File: config.mk
export PLATFORM = sky130hd
export DESIGN_NAME = gemm_seq_ctrl_flat
export DESIGN_NICKNAME = d
export VERILOG_FILES = /design/src/rtl/gemm_seq_ctrl_if.sv /design/src/rtl/gemm_seq_ctrl.sv /design/src/flat_wrapper.sv
export SDC_FILE = /design/constraint.sdc
export NUM_CORES = 1
export LEC_CHECK = 0
export CAP_MARGIN = 20
export CORE_MARGIN = 2
export CORE_UTILIZATION = 59
export DETAILED_ROUTE_END_ITERATION = 8
export HOLD_SLACK_MARGIN = 0.05
export PLACE_DENSITY_LB_ADDON = 0.15
export SLEW_MARGIN = 15
export SYNTH_ARGS = -nofsm -noshare
export SYNTH_HDL_FRONTEND = slang
export SYNTH_SLANG_ARGS = --single-unit
File: constraint.sdc
create_clock -name clk -period 7.2 [get_ports clk]
set_input_delay 1.44 -clock clk [delete_from_list [all_inputs] [get_ports clk]]
set_output_delay 1.44 -clock clk [all_outputs]
set_load 0.005 [all_outputs]
File: src/rtl/gemm_seq_ctrl_if.sv
// Handshake bundle between the GEMM sequencer and its surroundings:
// host start/busy/done, operand read strobe and addresses, MAC sequencing
// strobes, and the valid/ready result port towards the result writer.
interface gemm_seq_ctrl_if #(
    parameter int ADDR_WIDTH = 16
);
    logic                  start;
    logic                  busy;
    logic                  done;
    logic                  rd_en;
    logic [ADDR_WIDTH-1:0] a_addr;
    logic [ADDR_WIDTH-1:0] b_addr;
    logic                  mac_en;
    logic                  mac_first;
    logic                  res_valid;
    logic                  res_ready;
    logic [ADDR_WIDTH-1:0] res_addr;

    // Sequencer side
    modport master (
        input  start, res_ready,
        output busy, done, rd_en, a_addr, b_addr,
               mac_en, mac_first, res_valid, res_addr
    );

    // Host / datapath / result-writer side
    modport slave (
        output start, res_ready,
        input  busy, done, rd_en, a_addr, b_addr,
               mac_en, mac_first, res_valid, res_addr
    );
endinterface

File: src/rtl/gemm_seq_ctrl.sv
// GEMM loop sequencer: walks i/j/k for C = A x B (NxN), issues A/B operand
// reads, sequences MAC clear/accumulate, and hands each C element to the
// result writer over valid/ready. One element at a time, no overlap.
// Optional macro GEMM_SEQ_CTRL_PERF_EN adds the stall_cnt output, which counts
// WRITE cycles spent waiting on res_ready.
module gemm_seq_ctrl #(
    parameter int N          = 32,
    parameter int ADDR_WIDTH = 16,
    parameter int RD_LAT     = 1,
    parameter int MAC_LAT    = 1
) (
    input  logic clk,
    input  logic reset,
    gemm_seq_ctrl_if.master bus
`ifdef GEMM_SEQ_CTRL_PERF_EN
    ,
    output logic [31:0] stall_cnt
`endif
);

    // Reject configurations whose flat addresses would not fit
    if (N < 1 || (longint'(N) * longint'(N)) > (longint'(1) << ADDR_WIDTH)) begin : g_bad_n
        $error("gemm_seq_ctrl: N*N must fit in ADDR_WIDTH and N must be >= 1");
    end
    if (RD_LAT < 1 || MAC_LAT < 1) begin : g_bad_lat
        $error("gemm_seq_ctrl: RD_LAT and MAC_LAT must be >= 1");
    end

    localparam logic [ADDR_WIDTH-1:0] N_A   = ADDR_WIDTH'(N);
    localparam logic [ADDR_WIDTH-1:0] N_M1  = ADDR_WIDTH'(N - 1);
    localparam int                    DW    = $clog2(RD_LAT + MAC_LAT + 1);
    localparam logic [DW-1:0]         DRAIN_M1 = DW'(RD_LAT + MAC_LAT - 1);

    typedef enum logic [2:0] {
        S_IDLE,
        S_RUN,
        S_DRAIN,
        S_WRITE,
        S_DONE
    } state_t;

    state_t                state;
    state_t                state_nx;

    logic [ADDR_WIDTH-1:0] i;
    logic [ADDR_WIDTH-1:0] j;
    logic [ADDR_WIDTH-1:0] k;
    logic [DW-1:0]         dcnt;
    logic [ADDR_WIDTH-1:0] a_addr;
    logic [ADDR_WIDTH-1:0] b_addr;
    logic [ADDR_WIDTH-1:0] res_addr;
    logic [RD_LAT-1:0]     rd_pipe;
    logic [RD_LAT-1:0]     first_pipe;

    logic                  st_busy;
    logic                  st_done;
    logic                  st_rd;
    logic                  st_valid;
    logic                  accept;
    logic                  last_elem;

    assign last_elem = (i == N_M1) && (j == N_M1);

    // State register; reset aborts any run immediately
    always_ff @(posedge clk or posedge reset) begin
        if (reset) begin
            state <= S_IDLE;
        end else begin
            state <= state_nx;
        end
    end

    // Next-state and per-state control decode
    always_comb begin
        state_nx = state;
        st_busy  = 1'b0;
        st_done  = 1'b0;
        st_rd    = 1'b0;
        st_valid = 1'b0;
        accept   = 1'b0;
        case (state)
            S_IDLE: begin
                if (bus.start) begin
                    state_nx = S_RUN;
                end
            end
            S_RUN: begin
                st_busy = 1'b1;
                st_rd   = 1'b1;
                if (k == N_M1) begin
                    state_nx = S_DRAIN;
                end
            end
            S_DRAIN: begin
                st_busy = 1'b1;
                if (dcnt == DRAIN_M1) begin
                    state_nx = S_WRITE;
                end
            end
            S_WRITE: begin
                st_busy  = 1'b1;
                st_valid = 1'b1;
                if (bus.res_ready) begin
                    accept   = 1'b1;
                    state_nx = last_elem ? S_DONE : S_RUN;
                end
            end
            S_DONE: begin
                st_done  = 1'b1;
                state_nx = S_IDLE;
            end
            default: begin
                state_nx = S_IDLE;
            end
        endcase
    end

    // Loop counters and address registers: A steps by 1, B steps by N along k
    always_ff @(posedge clk or posedge reset) begin
        if (reset) begin
            i        <= '0;
            j        <= '0;
            k        <= '0;
            dcnt     <= '0;
            a_addr   <= '0;
            b_addr   <= '0;
            res_addr <= '0;
        end else begin
            case (state)
                S_IDLE: begin
                    if (bus.start) begin
                        i      <= '0;
                        j      <= '0;
                        k      <= '0;
                        a_addr <= '0;
                        b_addr <= '0;
                    end
                end
                S_RUN: begin
                    dcnt <= '0;
                    if (k != N_M1) begin
                        k      <= k + 1'b1;
                        a_addr <= a_addr + 1'b1;
                        b_addr <= b_addr + N_A;
                    end
                end
                S_DRAIN: begin
                    dcnt <= dcnt + 1'b1;
                    if (dcnt == DRAIN_M1) begin
                        res_addr <= i * N_A + j;
                    end
                end
                S_WRITE: begin
                    if (accept) begin
                        k <= '0;
                        if (j == N_M1) begin
                            j      <= '0;
                            i      <= i + 1'b1;
                            a_addr <= (i + 1'b1) * N_A;
                            b_addr <= '0;
                        end else begin
                            j      <= j + 1'b1;
                            a_addr <= i * N_A;
                            b_addr <= j + 1'b1;
                        end
                    end
                end
                default: begin
                end
            endcase
        end
    end

    // Delay the read strobe (and its k==0 tag) to line up with operand data
    always_ff @(posedge clk or posedge reset) begin
        if (reset) begin
            rd_pipe    <= '0;
            first_pipe <= '0;
        end else begin
            rd_pipe[0]    <= st_rd;
            first_pipe[0] <= st_rd && (k == '0);
            for (int n = 1; n < RD_LAT; n++) begin
                rd_pipe[n]    <= rd_pipe[n-1];
                first_pipe[n] <= first_pipe[n-1];
            end
        end
    end

`ifdef GEMM_SEQ_CTRL_PERF_EN
    // Count WRITE cycles stalled by the result writer; saturating
    always_ff @(posedge clk or posedge reset) begin
        if (reset) begin
            stall_cnt <= '0;
        end else if (state == S_IDLE && bus.start) begin
            stall_cnt <= '0;
        end else if (state == S_WRITE && !bus.res_ready && stall_cnt != 32'hFFFF_FFFF) begin
            stall_cnt <= stall_cnt + 1'b1;
        end
    end
`endif

    assign bus.busy      = st_busy;
    assign bus.done      = st_done;
    assign bus.rd_en     = st_rd;
    assign bus.a_addr    = a_addr;
    assign bus.b_addr    = b_addr;
    assign bus.mac_en    = rd_pipe[RD_LAT-1];
    assign bus.mac_first = first_pipe[RD_LAT-1];
    assign bus.res_valid = st_valid;
    assign bus.res_addr  = res_addr;

endmodule
File: src/flat_wrapper.sv
// flat-port wrapper written by rule: the top's interface ports become plain ports
module gemm_seq_ctrl_flat 
#(
    parameter int N          = 32,
    parameter int ADDR_WIDTH = 16,
    parameter int RD_LAT     = 1,
    parameter int MAC_LAT    = 1
)
  (clk, reset, bus_start, bus_res_ready, bus_busy, bus_done, bus_rd_en, bus_a_addr, bus_b_addr, bus_mac_en, bus_mac_first, bus_res_valid, bus_res_addr);
  gemm_seq_ctrl_if #(.ADDR_WIDTH(ADDR_WIDTH)) bus_i ();
  input  logic clk;
  input  logic reset;
  input wire logic [$bits(bus_i.start)-1:0] bus_start;
  input wire logic [$bits(bus_i.res_ready)-1:0] bus_res_ready;
  output wire logic [$bits(bus_i.busy)-1:0] bus_busy;
  output wire logic [$bits(bus_i.done)-1:0] bus_done;
  output wire logic [$bits(bus_i.rd_en)-1:0] bus_rd_en;
  output wire logic [$bits(bus_i.a_addr)-1:0] bus_a_addr;
  output wire logic [$bits(bus_i.b_addr)-1:0] bus_b_addr;
  output wire logic [$bits(bus_i.mac_en)-1:0] bus_mac_en;
  output wire logic [$bits(bus_i.mac_first)-1:0] bus_mac_first;
  output wire logic [$bits(bus_i.res_valid)-1:0] bus_res_valid;
  output wire logic [$bits(bus_i.res_addr)-1:0] bus_res_addr;
  assign bus_i.start = bus_start;
  assign bus_i.res_ready = bus_res_ready;
  assign bus_busy = bus_i.busy;
  assign bus_done = bus_i.done;
  assign bus_rd_en = bus_i.rd_en;
  assign bus_a_addr = bus_i.a_addr;
  assign bus_b_addr = bus_i.b_addr;
  assign bus_mac_en = bus_i.mac_en;
  assign bus_mac_first = bus_i.mac_first;
  assign bus_res_valid = bus_i.res_valid;
  assign bus_res_addr = bus_i.res_addr;
  gemm_seq_ctrl #(.N(N), .ADDR_WIDTH(ADDR_WIDTH), .RD_LAT(RD_LAT), .MAC_LAT(MAC_LAT)) u_core (.clk(clk), .reset(reset), .bus(bus_i));
endmodule
---- After elaboration in Yosys (flattened, before gate mapping) ----
Cells that the tools add are included.
word-level totals
  flip-flop bits (word level) ............. 103
  output and inout port bits .............. 54
cells by class
  $add $sub $neg .......................... 7
  reduce and logical (&&, ||, !) cells .... 13
  multiplexer cells ....................... 29
  eq/ne operators ......................... 16
operators with widths
  operator               count
  $mux 16                11
  $pmux 16 s3            3
  $add 16x1->16 const B  4
  $pmux 16 s2            2
  $eq 16x5->1 const B    3
  $add 16x16->16         1
  $add 16x6->16 const B  1
  $logic_not 16->1       1
  $ne 16x5->1 const B    1
  $mux 3                 5
  $pmux 3 s4             1
  $reduce_and 4->1       3
  $ne 2x1->1 const B     5
  $eq 3x2->1 const B     2
  $mux 1                 6
  $ne 2x2->1 const B     2
  $pmux 2 s2             1
  $reduce_bool 2->1      2
  $eq 3x1->1 const B     1
  $eq 3x3->1 const B     1
  $logic_not 3->1        1
  $reduce_and 3->1       1
  $reduce_bool 3->1      1
  $reduce_or 3->1        1
  other kinds (4)        5

---- Logic depth before layout (Yosys ltp) ----
Gate-level depths: netlist (run 1).
  word-level depth ........................ 5
  gate-level depth with buffers ........... 9
  gate-level depth less buffers ........... 9

---- Least setup slack after synthesis (run 1) ----
Ideal clock, no wire load.
  path kind ............................... input-to-reg
  from .................................... in bus_start
  to ...................................... reg u_core.k[15]
  buffers on the path ..................... 0
  arrival ................................. 2.853 ns
  path slack .............................. 4.216 ns
  cell stages on the path ................. 6
  library setup time ...................... 0.131 ns
  cell sequence ........................... or3b_1 -> a21oi_2 -> nor2_2 -> or4b_1 -> xor2_1 -> nor2_1
on the way
  word-level cells in the longest chain between the ends .. 2
ends and longest elaborated chain
  item                        RTL line              source
  start, declared             flat_wrapper.sv:13    input wire logic [$bits(bus_i.start)-1:0] bus_start;
  $ne 2x2->1 (no line)        n/a
  $reduce_and 4->1 (no line)  n/a
  end signal, assigned        gemm_seq_ctrl.sv:142  k <= k + 1'b1;
  end, declared               gemm_seq_ctrl.sv:47   logic [ADDR_WIDTH-1:0] k;
No other way between the ends.
A chain may end at the register's enable or synchronous reset.

---- Worst setup path in the final report (run 1) ----
  from .................................... reg u_core.state[2]
  to ...................................... out bus_rd_en
on the way
  word-level cells in the longest chain between the ends .. 2
ends and longest elaborated chain
  item                    RTL line             source
  start, declared         gemm_seq_ctrl.sv:42  state_t state;
  start signal, assigned  gemm_seq_ctrl.sv:69  state <= state_nx;
  $eq 3x1->1              gemm_seq_ctrl.sv:81  case (state)
  $mux 1                  gemm_seq_ctrl.sv:81
  end, declared           flat_wrapper.sv:17   output wire logic [$bits(bus_i.rd_en)-1:0] bus_rd_en;
No other way between the ends.

==> impl_metrics.json, run 1 <==
{
  "status": "finished, final reports clean",
  "grt_overflow": 0,
  "final_area_mm2": 0.00685,
  "die_y_um": 104,
  "first_global_vias": 5091,
  "yosysMostFrequentCell": "dfrtp_1",
  "worst_setup_path_start_kind": "flip-flop",
  "cp.required_ns": 5.76,
  "wl_per_cell_um": 18.0,
  "worstPathMaxFanout": 15,
  "final_antenna_net_count": 0,
  "drt-total-wl_um": 15200,
  "hold_viol_final": 0,
  "tritoncts": "done",
  "holdBufCountCts": 0,
  "rsz0062_at_grt": "no",
  "synth_area_leader_cell": "dfrtp_1",
  "crit_end": "bus_rd_en",
  "slew_violations": 0,
  "worstMarginPinSlew_ns": 0.988,
  "synth_common_cells": "dfrtp_1 (103), nand2_1 (79), o21ai_0 (64)",
  "crit_arrival_ns": 2.55,
  "rr_worst_depth": 7,
  "reg2reg_from": "u_core.state[0]",
  "yosysSeqAreaShare": 0.433,
  "cts_buffers": 9,
  "die_area_mm2": 0.0109,
  "vias": 5305,
  "setup_viol": 0,
  "postSynthCellCount": 668,
  "placed_area_mm2": 0.00659,
  "antenna_cells": 0,
  "postCtsSetupBuffers": 0,
  "pin_count": 58,
  "synth.avg_cell_area_um2": 8.91,
  "slowest_stage": "dfrtp_1",
  "ys.flop_type": "dfrtp_1",
  "worst-setup-path-type": "flip-flop to output pin",
  "cp-startpoint": "u_core.state[2]",
  "crit_path_end_kind": "output pin",
  "skew_ns": 0.0103,
  "regArea_mm2": 0.00258,
  "grt_usage": 0.284,
  "syn_nets": 690,
  "ir_worst_vdd_mv": 0.218,
  "fmax_mhz": 251,
  "worstReg2RegEnd": "u_core.k[15]",
  "synth_seq_cells": 103,
  "drt_iter0_drc": 427,
  "clockBufferDepth": 2,
  "maxCapViolations": 0,
  "ys_async_sr_fraction": 1.00,
  "dpl.hpwl_um": 10600,
  "r2r_slack_ns": 4.35,
  "synth_top_area_frac": 0.433,
  "fin_crit_ns": 3.99,
  "cts_resized": 0,
  "clk_pin_slew_ns": 0.10,
  "drcViolationCount": 0,
  "drive_gt1_frac": 0.0519,
  "syn_area_mm2": 0.00595,
  "clock-root-buffer": "clkbuf_8",
  "multi_input_area_mm2": 0.00319,
  "fin_crit_sh": 0.554,
  "gp_congestion": 0.869,
  "p_leak_uw": 0.00290,
  "start_util": 0.609,
  "n_fill_cell": 786,
  "slew_headroom": 0.341,
  "via_per_inst": 6.27,
  "power_density_mw_per_mm2": 248,
  "hold_start": "u_core.bus.res_addr[14]",
  "ys_types": 59,
  "dieWidth_um": 104,
  "cts_sinks": 103,
  "slowest_delay_ns": 0.59,
  "syn2layout_area_growth_pct": 15.1,
  "cp_cell_sequence": "or3b_1 -> clkinv_1 -> clkdlybuf4s50_1",
  "hp-class": "flip-flop to flip-flop",
  "core-area_mm2": 0.00977,
  "yosys_warnings": 0,
  "cts.htree.levels": 3,
  "grt_max_degree": 81,
  "nNetsFinal": 731,
  "antenna_found_initial": 0,
  "rows": 36,
  "tns_ns": 0,
  "drt_pre_antenna_iters": 5,
  "insertion_delay_ns": 0.39,
  "grt_pass1_wl_um": 24800,
  "synth.area.top_cells": "dfrtp_1 (43%), o21ai_0 (5.4%), nand2_1 (5.0%), xnor2_1 (4.1%), nor2_1 (3.8%)",
  "synth_enable_flop_cells": 0,
  "portBuffers": 57
}
==> through the flow <==
step / setup WS [ns] / util / std cells / hold WS [ns] / power, µW
floorplan: 3.06 / - / 668 / 0.471 / 1070
global placement: 3.35 / 0.674 / 830 / 0.467 / 1250
detailed placement: 3.33 / 0.674 / 830 / 0.470 / 1280
CTS: 3.24 / 0.698 / 845 / 0.493 / 1690
global route: 3.08 / 0.701 / 846 / 0.520 / 1790
finish: 3.21 / 0.701 / 846 / 0.488 / 1700
==> final cells by class <==
type | instances | share of cell area
clock buffer | 12 | 0.0241
clock inverter | 3 | 0.00950
inverter | 12 | 0.00694
multi-input combinational | 520 | 0.466
sequential | 103 | 0.376
tap | 133 | 0.0243
timing repair buffer | 63 | 0.0928
==> flip-flops by register name (all words and copies together), names as in the netlist <==
name,cells
u_core.bus.b_addr,16
u_core.dcnt,2
u_core.bus.a_addr,16
u_core.i,16
u_core.bus.mac_first,1
u_core.k,16
u_core.state,3
u_core.bus.res_addr,16
u_core.j,16
u_core.bus.mac_en,1
==> cell families after synthesis <==
family | Yosys count | share of synthesized area
XOR/XNOR | 51 | 0.0750
adder cells (fa/ha/maj) | 18 | 0.0391
multiplexers | 11 | 0.0200
AO/OA/AOI/OAI | 170 | 0.176
AND/OR/NAND/NOR | 270 | 0.226
buffers and inverters | 45 | 0.0307
flip-flops | 103 | 0.433
==> critical path, delay by kind of cell, from the launching register on <==
family                 cells  cell delay (ns)
DFF                        1             0.59
buffers and inverters      2             1.04
and+or+nand+nor            1             0.53
==> worst min path at each step <==
stage | depth (start not counted) | to | slack [ns]
floorplan | 2 | u_core.dcnt[1] | 0.47
global placement | 2 | u_core.bus.res_addr[8] | 0.47
detailed placement | 2 | u_core.bus.b_addr[3] | 0.47
CTS | 2 | u_core.bus.b_addr[3] | 0.49
global route | 2 | u_core.bus.res_addr[10] | 0.52
finish | 2 | u_core.bus.res_addr[14] | 0.49
==> cells in the final DEF (no fill, tap or decap), types with 10 or more instances in the layout <==
master           instances
a21oi_1                 23
and3_1                  19
and4_1                  12
clkbuf_8                12
clkdlybuf4s50_1         57
dfrtp_1                103
ha_1                    17
inv_1                   10
nand2_1                 79
nand3_1                 30
nand4_1                 13
nor2_1                  61
nor3_1                  15
o21ai_0                 64
o21ai_1                 10
o31ai_1                 19
xnor2_1                 28
xor2_1                  23
==> metal layers <==
metal | GRT usage | wire, µm | vias to the layer above
li1 | - | - | 2492
met1 | 0.376 | 6580 | 2568
met2 | 0.462 | 7290 | 211
met3 | 0.0608 | 1080 | 34
met4 | 0.100 | 284 | 0
met5 | 0 | 0 | -
==> where the power goes <==
part           leakage [µW]  internal [µW]  total (µW)  switching, µW
sequential          0.00142            631         699           68.2
clock              0.000118            222         420            198
combinational       0.00136            203         578            376
(Power assumes the default switching activity.)
==> inputs of run 2 (changes only) <==
--- a/config.mk
+++ b/config.mk
@@ -7,7 +7,7 @@
 export LEC_CHECK = 0
 export CAP_MARGIN = 20
 export CORE_MARGIN = 2
-export CORE_UTILIZATION = 59
+export CORE_UTILIZATION = 58
 export DETAILED_ROUTE_END_ITERATION = 8
 export HOLD_SLACK_MARGIN = 0.05
 export PLACE_DENSITY_LB_ADDON = 0.15
==> constraint.sdc (replaced) <==
create_clock -name clk -period 3.95 [get_ports clk]
set_input_delay 0.79 -clock clk [delete_from_list [all_inputs] [get_ports clk]]
set_output_delay 0.79 -clock clk [all_outputs]
set_load 0.005 [all_outputs]
==> run 2 against run 1 <==
- non-clock buffer count grew 3
- routed wire length down 1.4%
- via count barely moved
- core utilization shrank 1.2 points
- critical path depth increased by 2
- register-to-register slack got worse by 3.2 ns
- flip-flop and latch count stayed put
- die area increased by 1.7%
==> impl_metrics.json, run 2 (synthesis results as in run 1) <==
{
  "hp-class": "flip-flop to flip-flop",
  "wl_per_cell_um": 17.7,
  "power_frac_comb": 0.360,
  "start_util": 0.604,
  "mostFrequentLayoutCells": "dfrtp_1 (103), nand2_1 (79), o21ai_0 (64)",
  "postCtsSetupBuffers": 0,
  "core-area_mm2": 0.00986,
  "drt-total-wl_um": 15000,
  "skew_ns": 0.0106,
  "insertion_delay_ns": 0.40,
  "grt_pass1_wl_um": 25400,
  "postLayoutSetupSlackWorst_ns": 0.795,
  "worstReg2RegEnd": "u_core.bus.b_addr[13]",
  "final_area_mm2": 0.00680,
  "dpl_worst_slack_ns": 0.757,
  "worst_setup_path_start_kind": "flip-flop",
  "r2r_slack_ns": 1.14,
  "crit_family": "buffers and inverters",
  "grt_max_degree": 49,
  "hold_start": "u_core.bus.res_addr[14]",
  "drt_iter0_drc": 333,
  "worstPathMaxFanout": 16,
  "dieWidth_um": 105,
  "slowest_stage": "clkdlybuf4s50_1",
  "dpl.hpwl_um": 10700,
  "drt_pre_antenna_iters": 9,
  "cp_cell_sequence": "and2_1 -> nand2b_1 -> buf_4 -> inv_1 -> clkdlybuf4s50_1",
  "seqPwrFrac": 0.431,
  "via_per_inst": 6.24,
  "gp_congestion": 0.924,
  "power.switching_uw": 1190,
  "power_density_mw_per_mm2": 434,
  "grt_overflow": 0,
  "rows": 36,
  "drive_gt1_frac": 0.0558,
  "nNetsFinal": 734,
  "tns_ns": 0,
  "fmax_mhz": 317,
  "worstMarginPinSlew_ns": 0.980,
  "cts.htree.levels": 3,
  "min_path_cells": 2,
  "fin_crit_sh": 0.799,
  "cts_sinks": 103,
  "drcViolationCount": 0,
  "pin_count": 58,
  "tritoncts": "done",
  "intPower_uw": 1760,
  "cts_buffers": 9,
  "grt.busiest_layer": "met2",
  "crit_path_end_kind": "output pin",
  "worst-setup-path-type": "flip-flop to output pin",
  "antenna_found_initial": 0,
  "status": "finished, final reports clean",
  "reg2reg_from": "u_core.j[0]",
  "clock-root-buffer": "clkbuf_8",
  "power.share.clock": 0.209,
  "clockBufferDepth": 2,
  "clk_pin_slew_ns": 0.10,
  "slew_violations": 0,
  "rsz0062_at_grt": "no",
  "maxCapViolations": 0,
  "cp.required_ns": 3.16,
  "slowest_delay_ns": 0.58,
  "whs_endpoint": "u_core.bus.res_addr[14]",
  "p_leak_uw": 0.00287,
  "crit_arrival_ns": 2.36,
  "worst-path-buf-inv": 3,
  "syn2layout_area_growth_pct": 14.2,
  "cts_resized": 0,
  "fin_crit_ns": 3.15,
  "antenna_cells": 0,
  "rr_worst_depth": 7,
  "ir_worst_vdd_mv": 0.399,
  "first_global_vias": 5076,
  "grt_usage": 0.285,
  "final_common_cell": "dfrtp_1",
  "final_antenna_net_count": 0,
  "met1_usage": 0.387,
  "p_sw_frac": 0.403,
  "die_y_um": 105,
  "portBuffers": 57,
  "placed_area_mm2": 0.00662,
  "die_area_mm2": 0.0111,
  "power_uw": 2950,
  "setup_viol": 0,
  "use_met3": 0.0656,
  "slew_headroom": 0.347,
  "holdBufCountCts": 0,
  "hold_viol_final": 0,
  "vias": 5308,
  "met2_usage": 0.457
}
==> run 2: cell count changes in the layout (fill, tap and decap cells not counted), sizes merged <==
cell	before	now
clkinv	2	6
clkbuf	12	10
buf	6	9
bufinv	2	0
clkinvlp	0	1
==> run 2: through the flow <==
stage,instances,util,hold WS [ns]
global route,850,0.689,0.527
floorplan,668,-,0.471
global placement,834,0.671,0.466
detailed placement,834,0.671,0.474
CTS,850,0.689,0.497
finish,850,0.689,0.487
==> run 2: worst max path at each step <==
stage / cells after the start / endpoint / from / slack (ns)
floorplan: 1 / u_core.bus.a_addr[0] / reset / 0.46
global placement: 7 / u_core.k[15] / bus_start / 0.83
detailed placement: 7 / u_core.k[15] / bus_start / 0.76
CTS: 5 / bus_res_valid / u_core.state[0] / 0.81
global route: 5 / bus_res_valid / u_core.state[0] / 0.71
finish: 5 / bus_res_valid / u_core.state[0] / 0.80
==> run 2: power by group through the flow <==
stage / combinational (µW) / sequential [µW] / clock, µW
final: 1060 / 1270 / 617
after global routing: 1180 / 1290 / 675
after CTS: 1060 / 1270 / 630
after detailed placement: 1050 / 1290 / 0
after global placement: 1030 / 1280 / 0
after floorplan: 700 / 1250 / 0
==> run 2: layer usage <==
layer / vias to the layer above / part of all wire
met5: - / 0
met4: 0 / 0.017
met3: 26 / 0.058
met2: 170 / 0.48
met1: 2616 / 0.44
li1: 2496 / -
==> run 2: layout make-up <==
| class | count | area (µm²) |
|---|---|---|
| Clock buffer | 10 | 128 |
| Sequential cell | 103 | 2580 |
| Fill cell | 789 | 3070 |
| Clock inverter | 6 | 47.5 |
| Timing Repair Buffer | 66 | 638 |
| Tap cell | 133 | 166 |
| Inverter | 12 | 47.5 |
| Multi-Input combinational cell | 520 | 3190 |
==> run 2: worst min-delay path: cells and delay by family (launching register included) <==
kind	cells	cell delay, ns
AO/OA/AOI/OAI	1	0.06
flip-flops	1	0.35
AND/OR/NAND/NOR	1	0.04
